--- src/rtl/uart_tx_fifo.sv ---
// uart_tx_fifo: 8N1 UART transmitter fed from a byte FIFO, sending frames back-to-back while data is queued.
module uart_tx_fifo #(
    parameter int CLK_FREQ   = 50000000,
    parameter int BAUD_RATE  = 9600,
    parameter int FIFO_DEPTH = 16
) (
    input  logic                          clk,
    input  logic                          reset,
    input  logic [7:0]                    data_in,
    input  logic                          data_valid,
    output logic                          ready,
    output logic                          tx,
    output logic                          busy,
    output logic                          overflow,
    output logic [$clog2(FIFO_DEPTH):0]   fifo_count
);
    localparam int CPB = CLK_FREQ / BAUD_RATE;
    localparam int CW  = $clog2(CPB);
    localparam int AW  = $clog2(FIFO_DEPTH);
    localparam logic [CW-1:0] LAST = CW'(CPB - 1);
    localparam logic [AW:0]   FULL = (AW+1)'(FIFO_DEPTH);

    typedef enum logic [1:0] {IDLE, START, DATA, STOP} state_t;

    state_t        state, state_n;
    logic [CW-1:0] baud, baud_n;
    logic [2:0]    bit_idx, bit_n;
    logic [7:0]    shift, shift_n;
    logic          tx_n;
    logic [7:0]    mem [FIFO_DEPTH];
    logic [AW-1:0] wr_ptr, rd_ptr;
    logic          push, pop, baud_end, has_data;

    assign ready    = fifo_count != FULL;
    assign push     = data_valid && ready;
    assign has_data = fifo_count != '0;
    assign baud_end = baud == LAST;
    assign busy     = state != IDLE;

    always_comb begin
        state_n = state;
        baud_n  = baud_end ? '0 : baud + CW'(1);
        bit_n   = bit_idx;
        shift_n = shift;
        tx_n    = tx;
        pop     = 1'b0;
        case (state)
            IDLE: begin
                baud_n = '0;
                if (has_data) begin
                    pop     = 1'b1;
                    state_n = START;
                    bit_n   = '0;
                    shift_n = mem[rd_ptr];
                    tx_n    = 1'b0;
                end
            end
            START: if (baud_end) begin
                state_n = DATA;
                tx_n    = shift[0];
            end
            DATA: if (baud_end) begin
                if (bit_idx == 3'd7) begin
                    state_n = STOP;
                    tx_n    = 1'b1;
                end else begin
                    bit_n   = bit_idx + 3'd1;
                    shift_n = {1'b0, shift[7:1]};
                    tx_n    = shift[1];
                end
            end
            STOP: if (baud_end) begin
                // Chain straight into the next START so queued frames have no idle gap
                if (has_data) begin
                    pop     = 1'b1;
                    state_n = START;
                    bit_n   = '0;
                    shift_n = mem[rd_ptr];
                    tx_n    = 1'b0;
                end else begin
                    state_n = IDLE;
                end
            end
            default: state_n = IDLE;
        endcase
    end

    always_ff @(posedge clk or negedge reset) begin
        if (!reset) begin
            state      <= IDLE;
            baud       <= '0;
            bit_idx    <= '0;
            shift      <= '0;
            tx         <= 1'b1;
            wr_ptr     <= '0;
            rd_ptr     <= '0;
            fifo_count <= '0;
            overflow   <= 1'b0;
        end else begin
            state      <= state_n;
            baud       <= baud_n;
            bit_idx    <= bit_n;
            shift      <= shift_n;
            tx         <= tx_n;
            if (push) wr_ptr <= wr_ptr + AW'(1);
            if (pop) rd_ptr <= rd_ptr + AW'(1);
            fifo_count <= fifo_count + (AW+1)'(push) - (AW+1)'(pop);
            if (data_valid && !ready) overflow <= 1'b1;
        end
    end

    always_ff @(posedge clk) begin
        if (push) mem[wr_ptr] <= data_in;
    end
endmodule
--- config.mk ---
export PLATFORM = sky130hd
export DESIGN_NAME = uart_tx_fifo
export DESIGN_NICKNAME = d
export VERILOG_FILES = /design/src/rtl/uart_tx_fifo.sv
export SDC_FILE = /design/constraint.sdc
export NUM_CORES = 1
export LEC_CHECK = 0
export BUFFER_PORTS_ARGS = -buffer_cell sky130_fd_sc_hd__buf_2
export CAP_MARGIN = 20
export CORE_MARGIN = 2
export CORE_UTILIZATION = 65
export CTS_BUF_LIST = sky130_fd_sc_hd__clkbuf_4
export CTS_CLUSTER_SIZE = 12
export DETAILED_ROUTE_END_ITERATION = 12
export PLACE_DENSITY_LB_ADDON = 0.2
export SYNTH_ARGS = -nofsm -noshare
export SYNTH_HDL_FRONTEND = slang
export SYNTH_SLANG_ARGS = --single-unit
--- constraint.sdc ---
create_clock -name clk -period 8.32 [get_ports clk]
set_input_delay 0.832 -clock clk [delete_from_list [all_inputs] [get_ports clk]]
set_output_delay 0.832 -clock clk [all_outputs]
set_load 0.02 [all_outputs]
==> flow_summary.toml <==
[sta]
finClkSkew_ps = 21.1
max_slew_margin_pct = 32.0
fmax_ghz = 0.324
finalHoldViolCount = 0
rsz0062_at_grt = "no"
tightest_slew_ps = 1020
fin_crit_sh_pct = 37.0
period_minus_slack_ps = 3080
slew_viol_final = 0
setup_tns_ps = 0
finalSetupViolations = 0

[setup_path]
crit_arrival_ps = 3530
cp-end-kind = "register"
worst-path-max-fanout = 6
max_stage_delay_ps = 590
worstPathRequired_ps = 8770
slowest_stage = "a2111oi_4"
crit_type = "reg -> reg"
crit_path_start_kind = "register"
crit_chain = "ha_1, and2_1, nand4_4, a2111oi_4, ha_1, inv_1, ha_1, inv_1, fa_1, inv_1, a21oi_1, nor2_1, nor2_1, xnor2_1"

[cts]
cts.repair.resized = 0
h-tree-depth = 4
clkLatencyLatePin_ps = 540
cts_setup_buffers = 0
clk_pin_slew_ps = 150
numClockSinks = 169
root_buffer = "clkbuf_4"
cts_buffers = 17
clock_path_buffers = 2
cts_hold_buf = 0
cts_tree = "built"

[synth]
synth.yosys.seq_area_share_pct = 67.8
ys_ff_latch = 169
synth_top_area_share_pct = 53.5
yosysTopAreaCell = "edfxtp_1"
syn-cell-area_mm2 = 0.00719
syn_nets = 485
yosysWarningCount = 0
synth.distinct_cells = 46
postSynthAreaPerCell_um2 = 15.8
synth_area_leaders = "edfxtp_1, dfrtp_1, mux4_2, mux2i_1, ha_1"
synth_cells = 454

[placement]
hpwl_mm = 8.34
routabilityCongestion = 0.815
port_buffers = 19
dpl_cell_area_mm2 = 0.00743

[floorplanning]
fp-row-count = 38
die_area_mm2 = 0.0119
die_x_um = 109
die_h_um = 109
core_mm2 = 0.0108
ios = 20
initial_core_util_pct = 66.6

[final_layout]
insertedDiodeCount = 0
area_delta_synth_final_pct = 7.38
nets = 514
stdcell_area_mm2 = 0.00772
final_common_cell = "edfxtp_1"
final_cell_mix = "edfxtp_1, dfrtp_1, mux2i_1"
drive_gt1_share_pct = 19.8

[global_route]
grt_pass1_vias = 3904
grt_max_degree = 42
use_met2_pct = 39.1
grt_overflow = 0
grt_usage_pct = 23.9
antenna_found_initial = 0
use_met3_pct = 6.40
grt_pass1_wl_mm = 20.4
busiest_layer = "met2"
gr-usage-met1_pct = 31.4

[route]
ant_nets = 0
vias_per_cell = 6.03
drt_first_pass_iters = 7
routedWlPerCell_um = 20.1
routed_wl_mm = 12.8
drt-initial-drc-count = 267
via_count = 3832
drc = 0

[power_and_ir_drop]
powerDensity_mw_per_mm2 = 229
peakVddDrop_uv = 233
p_leak_uw = 0.00271

[hold_path]
hold_path.class = "in -> async"

[run_status]
status = "complete, no violations"

[job]
drv_cap = 0
[flip-flops by register name, indices dropped and copies added, names as in the netlist]
signal,count
baud,13
bit_idx,3
fifo_count,5
mem,128
overflow,1
rd_ptr,4
shift,8
state,2
tx,1
wr_ptr,4
[cells in the mapped netlist, drive strengths merged]
| library cell | number |
|---|---|
| inv | 22 |
| edfxtp | 128 |
| a21o | 1 |
| o22ai | 6 |
| a211o | 1 |
| mux2i | 26 |
| fa | 1 |
| clkbuf | 9 |
| a211oi | 4 |
| ha | 19 |
| a22oi | 13 |
| nand2 | 19 |
| a221o | 1 |
| dfrtp | 40 |
| nand4 | 4 |
| a31oi | 1 |
| mux2 | 4 |
| xnor2 | 13 |
| a21oi | 11 |
| buf | 10 |
| o31ai | 2 |
| nor3 | 7 |
| a2111oi | 1 |
| o21ba | 1 |
| or3 | 3 |
| nor2b | 7 |
| nand2b | 1 |
| xor2 | 6 |
| dfstp | 1 |
| o311ai | 6 |
| and4bb | 2 |
| mux4 | 20 |
| and3 | 2 |
| and2 | 8 |
| nor2 | 24 |
| nor4b | 1 |
| nand3 | 10 |
| a41o | 1 |
| o21a | 6 |
| nor3b | 1 |
| or2 | 1 |
| nor4 | 4 |
| o21ai | 6 |
[per-layer routing]
metal  up-vias  part of all wire, %  wire length [µm]
li1       1795                    -                 -
met1      1911                   43              5500
met2       111                   50              6420
met3        15                  5.1               648
met4         0                  1.5               189
met5         -                    0                 0
[per-stage QoR]
| step | util, % | power [µW] | hold WS, ps | cells | setup WS [ps] |
|---|---|---|---|---|---|
| 2_1_floorplan | - | 1240 | 464 | 454 | 5530 |
| 3_3_place_gp | 68.8 | 1330 | 447 | 603 | 5320 |
| 3_5_place_dp | 68.8 | 1340 | 471 | 603 | 5170 |
| 4_1_cts | 71.4 | 1780 | 398 | 635 | 5120 |
| 5_1_grt | 71.5 | 1860 | 422 | 636 | 5000 |
| 6_report | 71.5 | 1770 | 410 | 636 | 5240 |
[layout make-up]
class / instances / area, µm²
sequential: 169 / 4870
fill: 692 / 3080
multi-input combinational: 244 / 2140
tap: 140 / 175
timing repair buffer: 29 / 174
clock inverter: 14 / 140
clock buffer: 18 / 135
inverter: 22 / 82.6
[worst max-delay path, delay by kind of cell, from the launching register on]
kind / cells / cell delay [ps]
AO/OA/AOI/OAI: 2 / 640
XOR/XNOR: 1 / 110
adder cells (fa/ha/maj): 4 / 1120
buffers and inverters: 3 / 190
flip-flops: 1 / 430
AND/OR/NAND/NOR: 4 / 510
[cell families after synthesis]
family / Yosys count / synth area share, %
muxes: 50 / 10.5
xor gates and xnor gates: 19 / 2.32
adders and majority gates: 20 / 3.59
AOI/OAI and AO/OA: 61 / 6.18
DFF: 169 / 67.8
buffers and inverters: 41 / 2.54
and+or+nand+nor: 94 / 7.07
[where the power goes]
| group | switching (µW) | internal (µW) | leakage [µW] |
|---|---|---|---|
| Combinational | 165 | 105 | 0.000895 |
| Clock | 290 | 159 | 0.000149 |
| Sequential | 51.3 | 998 | 0.00166 |
| Total | 506 | 1260 | 0.00271 |
[worst paths after layout]
kind	startpoint	to	slack, ps	cells past startpoint
min reg2reg	overflow$_DFFE_PN0P_	overflow$_DFFE_PN0P_	490	1
max in group asynchronous	reset	rd_ptr[1]$_DFFE_PN0P_	7250	1
max reg2reg	baud[0]$_DFF_PN0_	fifo_count[4]$_DFF_PN0_	5240	14
min in group clk	overflow$_DFFE_PN0P_	overflow$_DFFE_PN0P_	490	1
max	baud[0]$_DFF_PN0_	fifo_count[4]$_DFF_PN0_	5240	14
min	reset	baud[1]$_DFF_PN0_	410	1
(Power assumes the default switching activity.)
